===== config.mk =====
export PLATFORM = sky130hd
export DESIGN_NAME = alarm_clock_ctrl
export DESIGN_NICKNAME = d
export VERILOG_FILES = /design/src/rtl/alarm_clock_ctrl.sv
export SDC_FILE = /design/constraint.sdc
export NUM_CORES = 1
export LEC_CHECK = 0
export ABC_CLOCK_PERIOD_IN_PS = 3600
export CAP_MARGIN = 20
export CELL_PAD_IN_SITES_DETAIL_PLACEMENT = 0
export CELL_PAD_IN_SITES_GLOBAL_PLACEMENT = 1
export CORE_MARGIN = 5
export CORE_UTILIZATION = 23
export DETAILED_ROUTE_END_ITERATION = 6
export PLACE_DENSITY_LB_ADDON = 0.2
export SYNTH_ARGS = -nofsm -noshare
export SYNTH_HDL_FRONTEND = slang
export SYNTH_SLANG_ARGS = --single-unit

===== constraint.sdc =====
create_clock -name clk -period 3.6 [get_ports clk]
set_clock_uncertainty 0.15 [all_clocks]
set_input_delay 0.36 -clock clk [delete_from_list [all_inputs] [get_ports clk]]
set_output_delay 0.36 -clock clk [all_outputs]
set_load 0.1 [all_outputs]

===== src/rtl/alarm_clock_ctrl.sv =====
// Alarm clock mode FSM, time-adjust strobes, BCD alarm registers and buzzer; all outputs registered, 1-cycle latency.
// No backpressure: each press/tick is acted on once or dropped. ALARM_TIMEOUT_EN adds an auto-stop ring counter.
module alarm_clock_ctrl #(
   parameter int RING_SECS = 60
) (
   input  logic       clk,
   input  logic       reset,
   input  logic       tick_1hz,
   input  logic       btn_c,
   input  logic       btn_l,
   input  logic       btn_r,
   input  logic       btn_u,
   input  logic       btn_d,
   input  logic [3:0] cur_min_u,
   input  logic [2:0] cur_min_t,
   input  logic [3:0] cur_hr_u,
   input  logic [1:0] cur_hr_t,
   input  logic       sec_zero,
   output logic       en,
   output logic       c_up_min,
   output logic       c_down_min,
   output logic       c_up_hour,
   output logic       c_down_hour,
   output logic [3:0] alm_min_u,
   output logic [2:0] alm_min_t,
   output logic [3:0] alm_hr_u,
   output logic [1:0] alm_hr_t,
   output logic [2:0] mode,
   output logic       alarm_armed,
   output logic       buzzer
);

   typedef enum logic [2:0] {
      CLOCK     = 3'd0,
      ADJ_T_HR  = 3'd1,
      ADJ_T_MIN = 3'd2,
      ADJ_A_HR  = 3'd3,
      ADJ_A_MIN = 3'd4
   } state_t;

   typedef enum logic [2:0] {P_NONE, P_C, P_R, P_L, P_U, P_D} press_t;

   state_t     state_q, state_d;
   press_t     press;
   logic       en_q, en_d;
   logic       up_min_q, up_min_d, down_min_q, down_min_d;
   logic       up_hour_q, up_hour_d, down_hour_q, down_hour_d;
   logic [3:0] alm_min_u_q, alm_min_u_d;
   logic [2:0] alm_min_t_q, alm_min_t_d;
   logic [3:0] alm_hr_u_q, alm_hr_u_d;
   logic [1:0] alm_hr_t_q, alm_hr_t_d;
   logic       armed_q, armed_d;
   logic       buzzer_q, buzzer_d;
   logic       match_q, match_d;
   logic       match;
   logic       ring_expire;

   function automatic logic [5:0] hr_step(input logic [1:0] t, input logic [3:0] u, input logic up);
      logic [5:0] r;
      if (up) begin
         if (t == 2'd2 && u == 4'd3) r = 6'd0;
         else if (u == 4'd9)         r = {t + 2'd1, 4'd0};
         else                        r = {t, u + 4'd1};
      end else begin
         if (t == 2'd0 && u == 4'd0) r = {2'd2, 4'd3};
         else if (u == 4'd0)         r = {t - 2'd1, 4'd9};
         else                        r = {t, u - 4'd1};
      end
      return r;
   endfunction

   function automatic logic [6:0] min_step(input logic [2:0] t, input logic [3:0] u, input logic up);
      logic [6:0] r;
      if (up) begin
         if (t == 3'd5 && u == 4'd9) r = 7'd0;
         else if (u == 4'd9)         r = {t + 3'd1, 4'd0};
         else                        r = {t, u + 4'd1};
      end else begin
         if (t == 3'd0 && u == 4'd0) r = {3'd5, 4'd9};
         else if (u == 4'd0)         r = {t - 3'd1, 4'd9};
         else                        r = {t, u - 4'd1};
      end
      return r;
   endfunction

   always_comb begin
      press = P_NONE;
      if (btn_c)      press = P_C;
      else if (btn_r) press = P_R;
      else if (btn_l) press = P_L;
      else if (btn_u) press = P_U;
      else if (btn_d) press = P_D;
   end

   assign match = (state_q == CLOCK) && armed_q && sec_zero &&
                  (cur_min_u == alm_min_u_q) && (cur_min_t == alm_min_t_q) &&
                  (cur_hr_u == alm_hr_u_q) && (cur_hr_t == alm_hr_t_q);

   always_comb begin
      state_d     = state_q;
      up_min_d    = 1'b0;
      down_min_d  = 1'b0;
      up_hour_d   = 1'b0;
      down_hour_d = 1'b0;
      alm_min_u_d = alm_min_u_q;
      alm_min_t_d = alm_min_t_q;
      alm_hr_u_d  = alm_hr_u_q;
      alm_hr_t_d  = alm_hr_t_q;
      armed_d     = armed_q;
      buzzer_d    = buzzer_q;
      match_d     = match;
      case (state_q)
         CLOCK: begin
            // While ringing, c and u only silence the buzzer.
            if (press == P_C) begin
               if (buzzer_q) buzzer_d = 1'b0;
               else          state_d  = ADJ_T_HR;
            end else if (press == P_U) begin
               if (buzzer_q) buzzer_d = 1'b0;
               else          armed_d  = ~armed_q;
            end
         end
         ADJ_T_HR, ADJ_T_MIN, ADJ_A_HR, ADJ_A_MIN: begin
            case (press)
               P_C: state_d = CLOCK;
               P_R: state_d = (state_q == ADJ_A_MIN) ? ADJ_T_HR : state_t'(state_q + 3'd1);
               P_L: state_d = (state_q == ADJ_T_HR) ? ADJ_A_MIN : state_t'(state_q - 3'd1);
               P_U, P_D: begin
                  case (state_q)
                     ADJ_T_HR:  begin up_hour_d = (press == P_U); down_hour_d = (press == P_D); end
                     ADJ_T_MIN: begin up_min_d  = (press == P_U); down_min_d  = (press == P_D); end
                     ADJ_A_HR:  {alm_hr_t_d, alm_hr_u_d}   = hr_step(alm_hr_t_q, alm_hr_u_q, press == P_U);
                     default:   {alm_min_t_d, alm_min_u_d} = min_step(alm_min_t_q, alm_min_u_q, press == P_U);
                  endcase
               end
               default: ;
            endcase
         end
         default: state_d = CLOCK;
      endcase
      // A tick coinciding with leaving CLOCK is dropped.
      en_d = tick_1hz && (state_q == CLOCK) && (state_d == CLOCK);
      if (ring_expire) buzzer_d = 1'b0;
      if (match && !match_q && (state_d == CLOCK)) buzzer_d = 1'b1;
      if (!armed_d) buzzer_d = 1'b0;
   end

`ifdef ALARM_TIMEOUT_EN
   logic [7:0] ring_cnt_q, ring_cnt_d;

   assign ring_expire = buzzer_q && tick_1hz && (ring_cnt_q == 8'(RING_SECS - 1));

   always_comb begin
      ring_cnt_d = ring_cnt_q;
      if (buzzer_q && tick_1hz) ring_cnt_d = ring_cnt_q + 8'd1;
      if (ring_expire || !buzzer_d) ring_cnt_d = '0;
   end

   always_ff @(posedge clk) begin
      if (reset) ring_cnt_q <= '0;
      else       ring_cnt_q <= ring_cnt_d;
   end
`else
   logic unused_ring_secs;
   assign ring_expire      = 1'b0;
   assign unused_ring_secs = ^RING_SECS;
`endif

   always_ff @(posedge clk) begin
      if (reset) begin
         state_q     <= CLOCK;
         en_q        <= 1'b0;
         up_min_q    <= 1'b0;
         down_min_q  <= 1'b0;
         up_hour_q   <= 1'b0;
         down_hour_q <= 1'b0;
         alm_min_u_q <= '0;
         alm_min_t_q <= '0;
         alm_hr_u_q  <= '0;
         alm_hr_t_q  <= '0;
         armed_q     <= 1'b0;
         buzzer_q    <= 1'b0;
         match_q     <= 1'b0;
      end else begin
         state_q     <= state_d;
         en_q        <= en_d;
         up_min_q    <= up_min_d;
         down_min_q  <= down_min_d;
         up_hour_q   <= up_hour_d;
         down_hour_q <= down_hour_d;
         alm_min_u_q <= alm_min_u_d;
         alm_min_t_q <= alm_min_t_d;
         alm_hr_u_q  <= alm_hr_u_d;
         alm_hr_t_q  <= alm_hr_t_d;
         armed_q     <= armed_d;
         buzzer_q    <= buzzer_d;
         match_q     <= match_d;
      end
   end

   assign en          = en_q;
   assign c_up_min    = up_min_q;
   assign c_down_min  = down_min_q;
   assign c_up_hour   = up_hour_q;
   assign c_down_hour = down_hour_q;
   assign alm_min_u   = alm_min_u_q;
   assign alm_min_t   = alm_min_t_q;
   assign alm_hr_u    = alm_hr_u_q;
   assign alm_hr_t    = alm_hr_t_q;
   assign mode        = state_q;
   assign alarm_armed = armed_q;
   assign buzzer      = buzzer_q;

endmodule


==> results.cfg <==
[synth]
synth_xor_xnor_area_share_pct = 6.92
yosysTopAreaCell = dfxtp_1
synth.area.mux_share_pct = 1.65
synth_nets = 270
synth_seq_area_share_pct = 25.3
synth_area_leaders = dfxtp_1 25%, ha_1 13%, xnor2_1 6.9%, nor2_1 4.5%, a21oi_1 3.2%
yosys_warnings = 0
synth_top_family_by_area = simple AND/OR/NAND/NOR gates
synthArstFlopShare_pct = 0
synth_top_area_share_pct = 25.3
synth_flop_cell = dfxtp_1
yosys.area_share.simple_pct = 26.4
syn_inst = 229
ys_seq_elements = 24
synth-edff-count = 0
synth.distinct_cells = 57
synth_adder_area_share_pct = 12.5
synth_area_per_cell_um2 = 8.29
synthesis.area_um2 = 1900
synth_compound_area_share_pct = 20.6

[worst_setup_path]
slowest_delay_ns = 1.22
path_class = flop to output pin
path_cells = clkdlybuf4s50_1
slowest_stage = clkdlybuf4s50_1
cp.required_ns = 3.09
cp.arrival_ns = 2.10
cp_max_fo = 10
startpoint = alm_hr_u[0]
crit_path_end = alm_hr_u[0]
path_buf_inv = 1
r2r-start = mode[0]
timing.rr.end = buzzer
cp.depth = 1
timing.reg2reg.worst_path_depth = 7
cp-start-kind = flop
cp_top_family = buffers and inverters
end_kind = output pin
r2r_slack_ns = 1.24

[final_layout]
antenna_cells = 0
multi_input_area_um2 = 1290
syn_to_final_growth_pct = 31.0
layout-drive-gt1-share_pct = 7.49
stdcell_area_um2 = 2490
nFillCells = 880
seqCellArea_um2 = 480
num-nets-final = 309
mostFrequentLayoutCell = clkdlybuf4s50_1
final_cell_mix = 44 x clkdlybuf4s50_1, 24 x dfxtp_1, 23 x nor2_1

[drt]
postRouteAntennaNets = 0
wl_per_cell_um = 13.9
routed_wl_um = 5170
drt_pass1_iterations = 4
first_iter_violations = 60
viasPerCell = 4.74
num_vias = 1765
drcViolationCount = 0

[clocking]
cts_num_sinks = 24
cts_max_level = 1
clk_pin_slew_ns = 0.10
ctsRootBufferMaster = clkbuf_8
cts_inserted_buffers = 3
cts.repair.resized = 0
worstSkewPairLatency_ns = 0.27
cts_max_path_buffers = 2
post_cts_buffers = 0
cts_hold_buf = 0
cts_tree = done

[worst_hold_path]
hold_start = buzzer
hold_class = flop to flop

[floorplan]
die_h_um = 101
start_util_pct = 23.3
die_w_um = 101
coreArea_um2 = 8130
pin_count = 45
num_rows = 33
die_area_um2 = 10200

[timing]
drv_slew = 0
timing.final.crit_share_pct = 72.6
rsz0062_at_grt = no
worst_slew_pin_slew_ns = 0.974
tns_ns = 0
fmax_mhz = 383
final-setup-viol-count = 0
hold_viol_final = 0
relSlewSlack_pct = 34.9
min_period_ns = 2.61

[outcome]
outcome = finished clean

[grt]
track_usage_pct = 10.4
antenna_found_initial = 0
first_global_vias = 1719
grt_overflow = 0
grt_pass1_wl_um = 8630
grt_max_degree = 16

[placed_design]
place_hpwl_um = 4080
routabilityCongestion = 0.771
io_buffer_count = 44
placed_area_um2 = 2420

[power]
peakVddDrop_mv = 0.0983
p_leak_uw = 0.000824
power_density_nw_per_um2 = 259

[job]
maxCapViolations = 0
-- worst min-delay path, cell delays in order, from the launching register on --
cell	delay, ns
dfxtp_1	0.35
nand2_1	0.06
a21boi_1	0.05
-- logic make-up after synthesis --
| group | Yosys count |
|---|---|
| simple gates | 88 |
| buf+inv | 26 |
| fa+ha+maj | 19 |
| flops | 24 |
| compound gates | 54 |
| xor+xnor | 15 |
| mux | 3 |
-- how the worst min path moves through the flow --
stage              to  depth (start not counted)  slack, ns
6_report       buzzer                          2       0.35
5_1_grt        buzzer                          2       0.38
4_1_cts        buzzer                          2       0.35
3_5_place_dp   buzzer                          2       0.34
3_3_place_gp   buzzer                          2       0.34
2_1_floorplan  buzzer                          3       0.34
-- metrics by stage --
| stage | cells | total power (uW) | worst slack [ns] | hold slack (ns) | util [%] |
|---|---|---|---|---|---|
| after floorplan | 229 | 363 | 0.698 | 0.344 | - |
| after global placement | 368 | 411 | 0.879 | 0.339 | 29.7 |
| after detailed placement | 368 | 410 | 0.857 | 0.336 | 29.7 |
| after CTS | 372 | 658 | 0.942 | 0.351 | 30.6 |
| after global routing | 372 | 677 | 0.908 | 0.384 | 30.6 |
| final | 372 | 645 | 0.988 | 0.350 | 30.6 |
-- state kept, by name (all words and copies together), names as in the netlist, 2 cells and up --
register and count:
alm_hr_u 4, alm_min_t 3, alm_hr_t 2, mode 3
alm_min_u 4
-- Yosys cell counts (all sizes together) (2+ instances only) --
| master | instances |
|---|---|
| nor2 | 23 |
| a31oi | 4 |
| o211ai | 2 |
| dfxtp | 24 |
| ha | 19 |
| a221oi | 2 |
| buf | 5 |
| nor4 | 3 |
| a211o | 3 |
| nand2b | 3 |
| nand3b | 3 |
| nand3 | 8 |
| a21oi | 13 |
| nand2 | 15 |
| and3 | 2 |
| nor3 | 5 |
| nor3b | 6 |
| and4b | 2 |
| nor2b | 3 |
| or3b | 2 |
| a211oi | 6 |
| a311oi | 2 |
| a21boi | 2 |
| o31ai | 2 |
| inv | 13 |
| o21ai | 6 |
| mux2i | 2 |
| clkbuf | 8 |
| xnor2 | 15 |
| nand4 | 5 |
-- report_power, final --
part / switching (uW) / internal, uW
Sequential: 4.99 / 269
Clock: 93.2 / 149
Combinational: 74.8 / 54.0
-- cell type report --
| type | count | area share (%) |
|---|---|---|
| multi-input cells | 179 | 52.0 |
| clock inverters | 1 | 1.21 |
| well taps | 105 | 5.28 |
| inverters | 13 | 1.96 |
| repair buffers | 47 | 18.6 |
| clock buffers | 3 | 1.66 |
| flip-flops and latches | 24 | 19.3 |
-- metal layers --
metal	track usage, %	share of wire (%)	vias to the layer above
met2	16.6	47	27
met1	14.5	49	831
met3	2.28	3.8	2
met5	0	0	-
met4	1.87	0.27	0
li1	-	-	905
Power figures use the tool's default switching activity.
